==> config.mk <==
export PLATFORM = sky130hd
export DESIGN_NAME = vsn_sparam_coef_loader
export DESIGN_NICKNAME = d
export VERILOG_FILES = /design/src/rtl/vsn_sparam_pkg.sv /design/src/rtl/vsn_coef_ramp.sv /design/src/rtl/vsn_sparam_coef_loader.sv
export SDC_FILE = /design/constraint.sdc
export NUM_CORES = 2
export LEC_CHECK = 0
export CAP_MARGIN = 10
export CORE_MARGIN = 3
export CORE_UTILIZATION = 40
export DETAILED_ROUTE_END_ITERATION = 16
export PLACE_DENSITY = 0.66
export SLEW_MARGIN = 25
export SYNTH_ARGS = -nofsm -noshare
export SYNTH_HDL_FRONTEND = slang
export SYNTH_SLANG_ARGS = --single-unit
==> constraint.sdc <==
create_clock -name clk -period 2.9 [get_ports clk]
set_input_delay 0.58 -clock clk [delete_from_list [all_inputs] [get_ports clk]]
set_output_delay 0.58 -clock clk [all_outputs]
set_load 0.03 [all_outputs]
==> src/rtl/vsn_sparam_pkg.sv <==
// rtl/vsn_sparam_pkg.sv - shared types and helpers for the S-parameter coefficient loader
package vsn_sparam_pkg;

    localparam int NPORTS_DEFAULT     = 3;
    localparam int COEF_WIDTH_DEFAULT = 16;

    typedef logic signed [15:0] coef_t;

    typedef enum logic {
        IDLE = 1'b0,
        RAMP = 1'b1
    } ld_state_t;

    // Bit offset of coefficient (row,col) inside the flattened S_out bus
    function automatic int coef_idx(input logic [1:0] row, input logic [1:0] col);
        return (int'(row) * NPORTS_DEFAULT + int'(col)) * COEF_WIDTH_DEFAULT;
    endfunction

endpackage

==> src/rtl/vsn_coef_ramp.sv <==
// rtl/vsn_coef_ramp.sv - one coefficient's linear ramp datapath (delta + fixed-point accumulator)
module vsn_coef_ramp #(
    parameter int COEF_WIDTH = 16,
    parameter int RAMP_LOG2  = 4
) (
    input  logic                         clk,
    input  logic                         resetn,
    input  logic signed [COEF_WIDTH-1:0] start,
    input  logic signed [COEF_WIDTH-1:0] target,
    input  logic                         load,
    input  logic                         step,
    output logic signed [COEF_WIDTH-1:0] value
);

    // One guard bit above the scaled coefficient keeps the sum of start<<R and k*delta representable
    localparam int ACCW = COEF_WIDTH + RAMP_LOG2 + 1;

    logic signed [COEF_WIDTH:0] delta_q;
    logic signed [COEF_WIDTH:0] delta_d;
    logic signed [ACCW-1:0]     acc_q;
    logic signed [ACCW-1:0]     acc_start;
    logic signed [ACCW-1:0]     acc_target;
    logic                       acc_unused;

    assign delta_d    = (COEF_WIDTH+1)'(target) - (COEF_WIDTH+1)'(start);
    assign acc_start  = ACCW'(start) <<< RAMP_LOG2;
    assign acc_target = ACCW'(target);

    // Load snapshots the ramp origin and slope; each step advances by one slope increment
    always_ff @(posedge clk or negedge resetn) begin
        if (!resetn) begin
            acc_q   <= '0;
            delta_q <= '0;
        end else if (load) begin
            delta_q <= delta_d;
            acc_q   <= (RAMP_LOG2 == 0) ? acc_target : acc_start;
        end else if (step) begin
            acc_q   <= acc_q + ACCW'(delta_q);
        end
    end

    // Arithmetic shift right by RAMP_LOG2 then truncation is exactly this slice (floor)
    assign value      = acc_q[RAMP_LOG2 +: COEF_WIDTH];
    assign acc_unused = ^acc_q;

endmodule

==> src/rtl/vsn_sparam_coef_loader.sv <==
// rtl/vsn_sparam_coef_loader.sv - shadow-bank S-matrix loader with glitch-free ramped commit
module vsn_sparam_coef_loader
    import vsn_sparam_pkg::*;
#(
    parameter int NPORTS     = NPORTS_DEFAULT,
    parameter int COEF_WIDTH = COEF_WIDTH_DEFAULT,
    parameter int RAMP_LOG2  = 4
) (
    input  logic                                 clk,
    input  logic                                 resetn,
    input  logic                                 wr_valid,
    output logic                                 wr_ready,
    input  logic [1:0]                           wr_row,
    input  logic [1:0]                           wr_col,
    input  logic [COEF_WIDTH-1:0]                wr_data,
    input  logic                                 commit_valid,
    output logic                                 commit_ready,
    input  logic                                 err_clear,
    output logic                                 err_addr,
    output logic                                 busy,
    output logic [NPORTS*NPORTS*COEF_WIDTH-1:0]  S_out
);

    localparam int              NCOEF    = NPORTS * NPORTS;
    localparam int              CNTW     = (RAMP_LOG2 > 0) ? RAMP_LOG2 : 1;
    localparam logic [CNTW-1:0] CNT_LAST = CNTW'((1 << RAMP_LOG2) - 1);
    localparam logic [2:0]      NP3      = 3'(NPORTS);

    ld_state_t       state_q, state_d;
    logic [CNTW-1:0] cnt_q, cnt_d;
    logic            err_q;
    logic            wr_bad;
    logic            wr_ok;
    logic            commit_fire;
    logic            ramp_step;

    assign wr_ready     = 1'b1;
    assign wr_bad       = ({1'b0, wr_row} >= NP3) || ({1'b0, wr_col} >= NP3);
    assign wr_ok        = wr_valid && !wr_bad;
    assign commit_ready = (state_q == IDLE);
    assign commit_fire  = commit_valid && (state_q == IDLE);
    assign ramp_step    = (state_q == RAMP);
    assign busy         = (state_q == RAMP);
    assign err_addr     = err_q;

    // State and ramp-cycle counter registers
    always_ff @(posedge clk or negedge resetn) begin
        if (!resetn) begin
            state_q <= IDLE;
            cnt_q   <= '0;
        end else begin
            state_q <= state_d;
            cnt_q   <= cnt_d;
        end
    end

    // Next state: a zero-length ramp updates in place and never leaves IDLE
    always_comb begin
        state_d = state_q;
        cnt_d   = cnt_q;
        case (state_q)
            IDLE: begin
                if (commit_fire && (RAMP_LOG2 > 0)) begin
                    state_d = RAMP;
                    cnt_d   = '0;
                end
            end
            RAMP: begin
                cnt_d = cnt_q + 1'b1;
                if (cnt_q == CNT_LAST) begin
                    state_d = IDLE;
                end
            end
            default: state_d = IDLE;
        endcase
    end

    // Sticky address error; a new bad write wins over a simultaneous clear
    always_ff @(posedge clk or negedge resetn) begin
        if (!resetn) begin
            err_q <= 1'b0;
        end else if (wr_valid && wr_bad) begin
            err_q <= 1'b1;
        end else if (err_clear) begin
            err_q <= 1'b0;
        end
    end

    for (genvar i = 0; i < NCOEF; i++) begin : g_coef
        localparam int ROW = i / NPORTS;
        localparam int COL = i % NPORTS;

        logic                         hit;
        logic        [COEF_WIDTH-1:0] shadow_q;
        logic signed [COEF_WIDTH-1:0] target;
        logic signed [COEF_WIDTH-1:0] live;

        assign hit    = wr_ok && (wr_row == 2'(ROW)) && (wr_col == 2'(COL));
        // A write in the commit cycle is forwarded so the snapshot sees it
        assign target = hit ? wr_data : shadow_q;

        // Shadow coefficient storage, invisible to S_out until a commit
        always_ff @(posedge clk or negedge resetn) begin
            if (!resetn) begin
                shadow_q <= '0;
            end else if (hit) begin
                shadow_q <= wr_data;
            end
        end

        vsn_coef_ramp #(
            .COEF_WIDTH (COEF_WIDTH),
            .RAMP_LOG2  (RAMP_LOG2)
        ) u_ramp (
            .clk    (clk),
            .resetn (resetn),
            .start  (live),
            .target (target),
            .load   (commit_fire),
            .step   (ramp_step),
            .value  (live)
        );

        assign S_out[i*COEF_WIDTH +: COEF_WIDTH] = live;
    end

endmodule

==> results.yml <==
place:
  post-place-ws_ns: -1.290
  globalplace.congestion: 0.8978
  placed_area_mm2: 0.03909
  dp_cells: 4979
  dp_hpwl_mm: 68.44
  io_buffers: 171
critical_path:
  crit_type: "input pin to flop"
  r2r_setup_slack_ns: -0.03
  end_kind: "flop"
  r2r-end: "g_coef[4].u_ramp.delta_q[14]"
  reg2reg_depth: 12
  cp-startpoint: "wr_col[1]"
  critical_path_arrival_ns: 3.64
  required_ns: 3.39
  worstReg2RegStart: "g_coef[4].shadow_q[0]"
  critPathMaxFanout: 3
  cp-start-kind: "input pin"
floorplanning:
  io_pins: 173
  start_util: 0.4051
  fp.coreArea_mm2: 0.08237
  die_height_um: 294.8
  rows: 105
  die_area_mm2: 0.08692
  die_x_um: 294.8
synth:
  synth-edff-count: 0
  ys.flop_type: "dfrtp_1"
  avgSynthCellArea_um2: 9.379
  synth_cell_types: 78
  syn_inst: 3558
  syn_area_mm2: 0.03337
  yosys.area.top_type_share: 0.3622
  synth_nets: 3917
  ys_seq_area_frac: 0.3622
  yosys.area.top_type: "dfrtp_1"
  synth_warnings: 0
  synth_async_sr_flop_share: 1.000
  synth_seq_cells: 483
  synthTopCellsByArea: "dfrtp_1, ha_1, mux2_2"
sta:
  min_period_ns: 3.145
  hold_viol: 0
  whs_ns: 0.2942
  tightest_slew_ns: 0.7040
  worst_slack_ns: -0.2447
  fmax_mhz: 318.0
  skew_ns: 0.01992
  finalSetupViolCount: 27
  slew_viol_final: 0
  fin_crit_sh: 1.084
  relSlewSlack: 0.5300
  rsz0062_at_grt: "yes"
cells_and_area:
  drive_gt1_frac: 0.2367
  design_area_mm2: 0.04244
  final_cell_mix: "dfrtp_1, buf_4, nand2_1, ha_1, o21ai_0"
  area_growth_pct: 27.19
  fillers: 7338
  stdcell_count: 5144
  nets: 4389
  final_common_cell: "dfrtp_1"
clocking:
  clk_pin_slew_ns: 0.06
  cts_tree: "built"
  clock_latency_ns: 0.63
  cts-buffers-inserted: 58
  htree_levels: 2
  cts.sinks: 483
  cts_buffer_depth: 3
  root_buffer: "clkbuf_16"
grt:
  grt_pass1_wl_mm: 146.4
  grt_max_degree: 108
  grt_pass1_vias: 26838
  overflow: 0
  grt_antenna_before_repair: 2
  track_usage: 0.2106
detailed_routing:
  first_pass_iters: 5
  drt_iter0_markers: 1442
  vias: 27348
  drc: 0
  wl_per_cell_um: 18.16
  via_per_inst: 5.316
  wl_mm: 93.42
  ant_nets: 0
outcome:
  status: "finished with violations"
  violations: "setup timing"
hold_path:
  holdPathEnd: "err_addr"
  hold_path_depth: 4
  worstHoldStart: "wr_valid"
  hold_class: "input pin to flop"
job:
  maxCapViolCount: 0
==> how the worst max path moves through the flow <==
stage	to	slack, ns
CTS	g_coef[4].u_ramp.delta_q[14]	-0.37
detailed placement	g_coef[1].u_ramp.delta_q[14]	-1.29
global placement	g_coef[1].u_ramp.delta_q[14]	-1.26
finish	g_coef[4].u_ramp.delta_q[14]	-0.24
floorplan	g_coef[7].u_ramp.delta_q[14]	-0.81
global route	g_coef[4].u_ramp.delta_q[14]	-0.33
==> kinds of logic (layout without fill, tap and decap cells) <==
family | Yosys count | count (layout) | share of synthesized area
AOI/OAI and AO/OA | 1025 | 1025 | 0.1953
and+or+nand+nor | 794 | 794 | 0.1124
DFF | 483 | 483 | 0.3622
buffers and inverters | 472 | 987 | 0.06940
adders and majority gates | 334 | 334 | 0.1293
xor gates and xnor gates | 237 | 237 | 0.06220
muxes | 212 | 212 | 0.06907
other | 1 | 2 | 0.0001124
==> synthesized netlist by cell type, drive strengths merged, types with 16 or more instances <==
cell type,count
buf,165
inv,224
nand4,17
a31oi,27
a211oi,32
ha,316
o21bai,44
a21oi,239
and2,16
and3,26
o21ai,319
xnor2,129
dfrtp,483
a211o,16
nor2,159
mux2,146
nor2b,27
xor2,108
o211ai,21
nand2,321
o31ai,30
nand3,41
nand2b,52
mux2i,66
a21o,124
o21a,45
fa,18
nor3,56
clkbuf,83
a22o,22
==> stage by stage <==
step,utilization,setup TNS (ns)
floorplan,-,-22.62
global placement,0.4746,-108.06
detailed placement,0.4746,-113.04
CTS,0.5041,-1.521
global route,0.5152,-6.156
finish,0.5152,-1.694
==> state kept, by name (all words and copies together), names as in the netlist <==
name / cells
cnt_q: 4
g_coef.shadow_q: 144
g_coef.u_ramp.acc_q: 180
g_coef.u_ramp.delta_q: 153
err_addr: 1
busy: 1
==> area by class of cell <==
class,instances,area (um2),share of cell area
Antenna cell,1,2.502,0.00005896
Sequential cell,483,12090,0.2849
Tap cell,1070,1339,0.03154
Multi-Input combinational cell,2603,20450,0.4819
Clock inverter,26,326.6,0.007694
Inverter,224,843.3,0.01987
Clock buffer,77,1644,0.03874
Timing Repair Buffer,660,5746,0.1354
==> metal layers <==
| layer | track usage | share of wire | vias to the layer above |
|---|---|---|---|
| met5 | 0 | 0 | - |
| met3 | 0.03640 | 0.048 | 155 |
| met2 | 0.3465 | 0.47 | 496 |
| li1 | - | - | 13528 |
| met1 | 0.2839 | 0.46 | 13169 |
| met4 | 0.06280 | 0.030 | 0 |
==> what timing repair did <==
action,in CTS,in global routing
hold buffers,1,0
pin swaps,64,114
hold endpoints to repair,30,0
setup endpoints to repair,103,86
buffers inserted,29,35
gates resized for setup,89,126
==> worst max-delay path: stages <==
cell and delay (ns):
buf_6 0.09, nand3b_1 0.16, buf_6 0.15, nor2_4 0.15, mux2i_2 0.26, ha_2 0.24
inv_2 0.04, fa_2 0.33, a21o_1 0.16, a21o_1 0.18, a2111oi_4 0.35, o21ai_2 0.09
or4_1 0.39, a31oi_1 0.20, xor2_1 0.19, o21ai_1 0.07
Power is not shown: default switching activity piles up to over one toggle a cycle in this logic, so the estimate is an artifact.
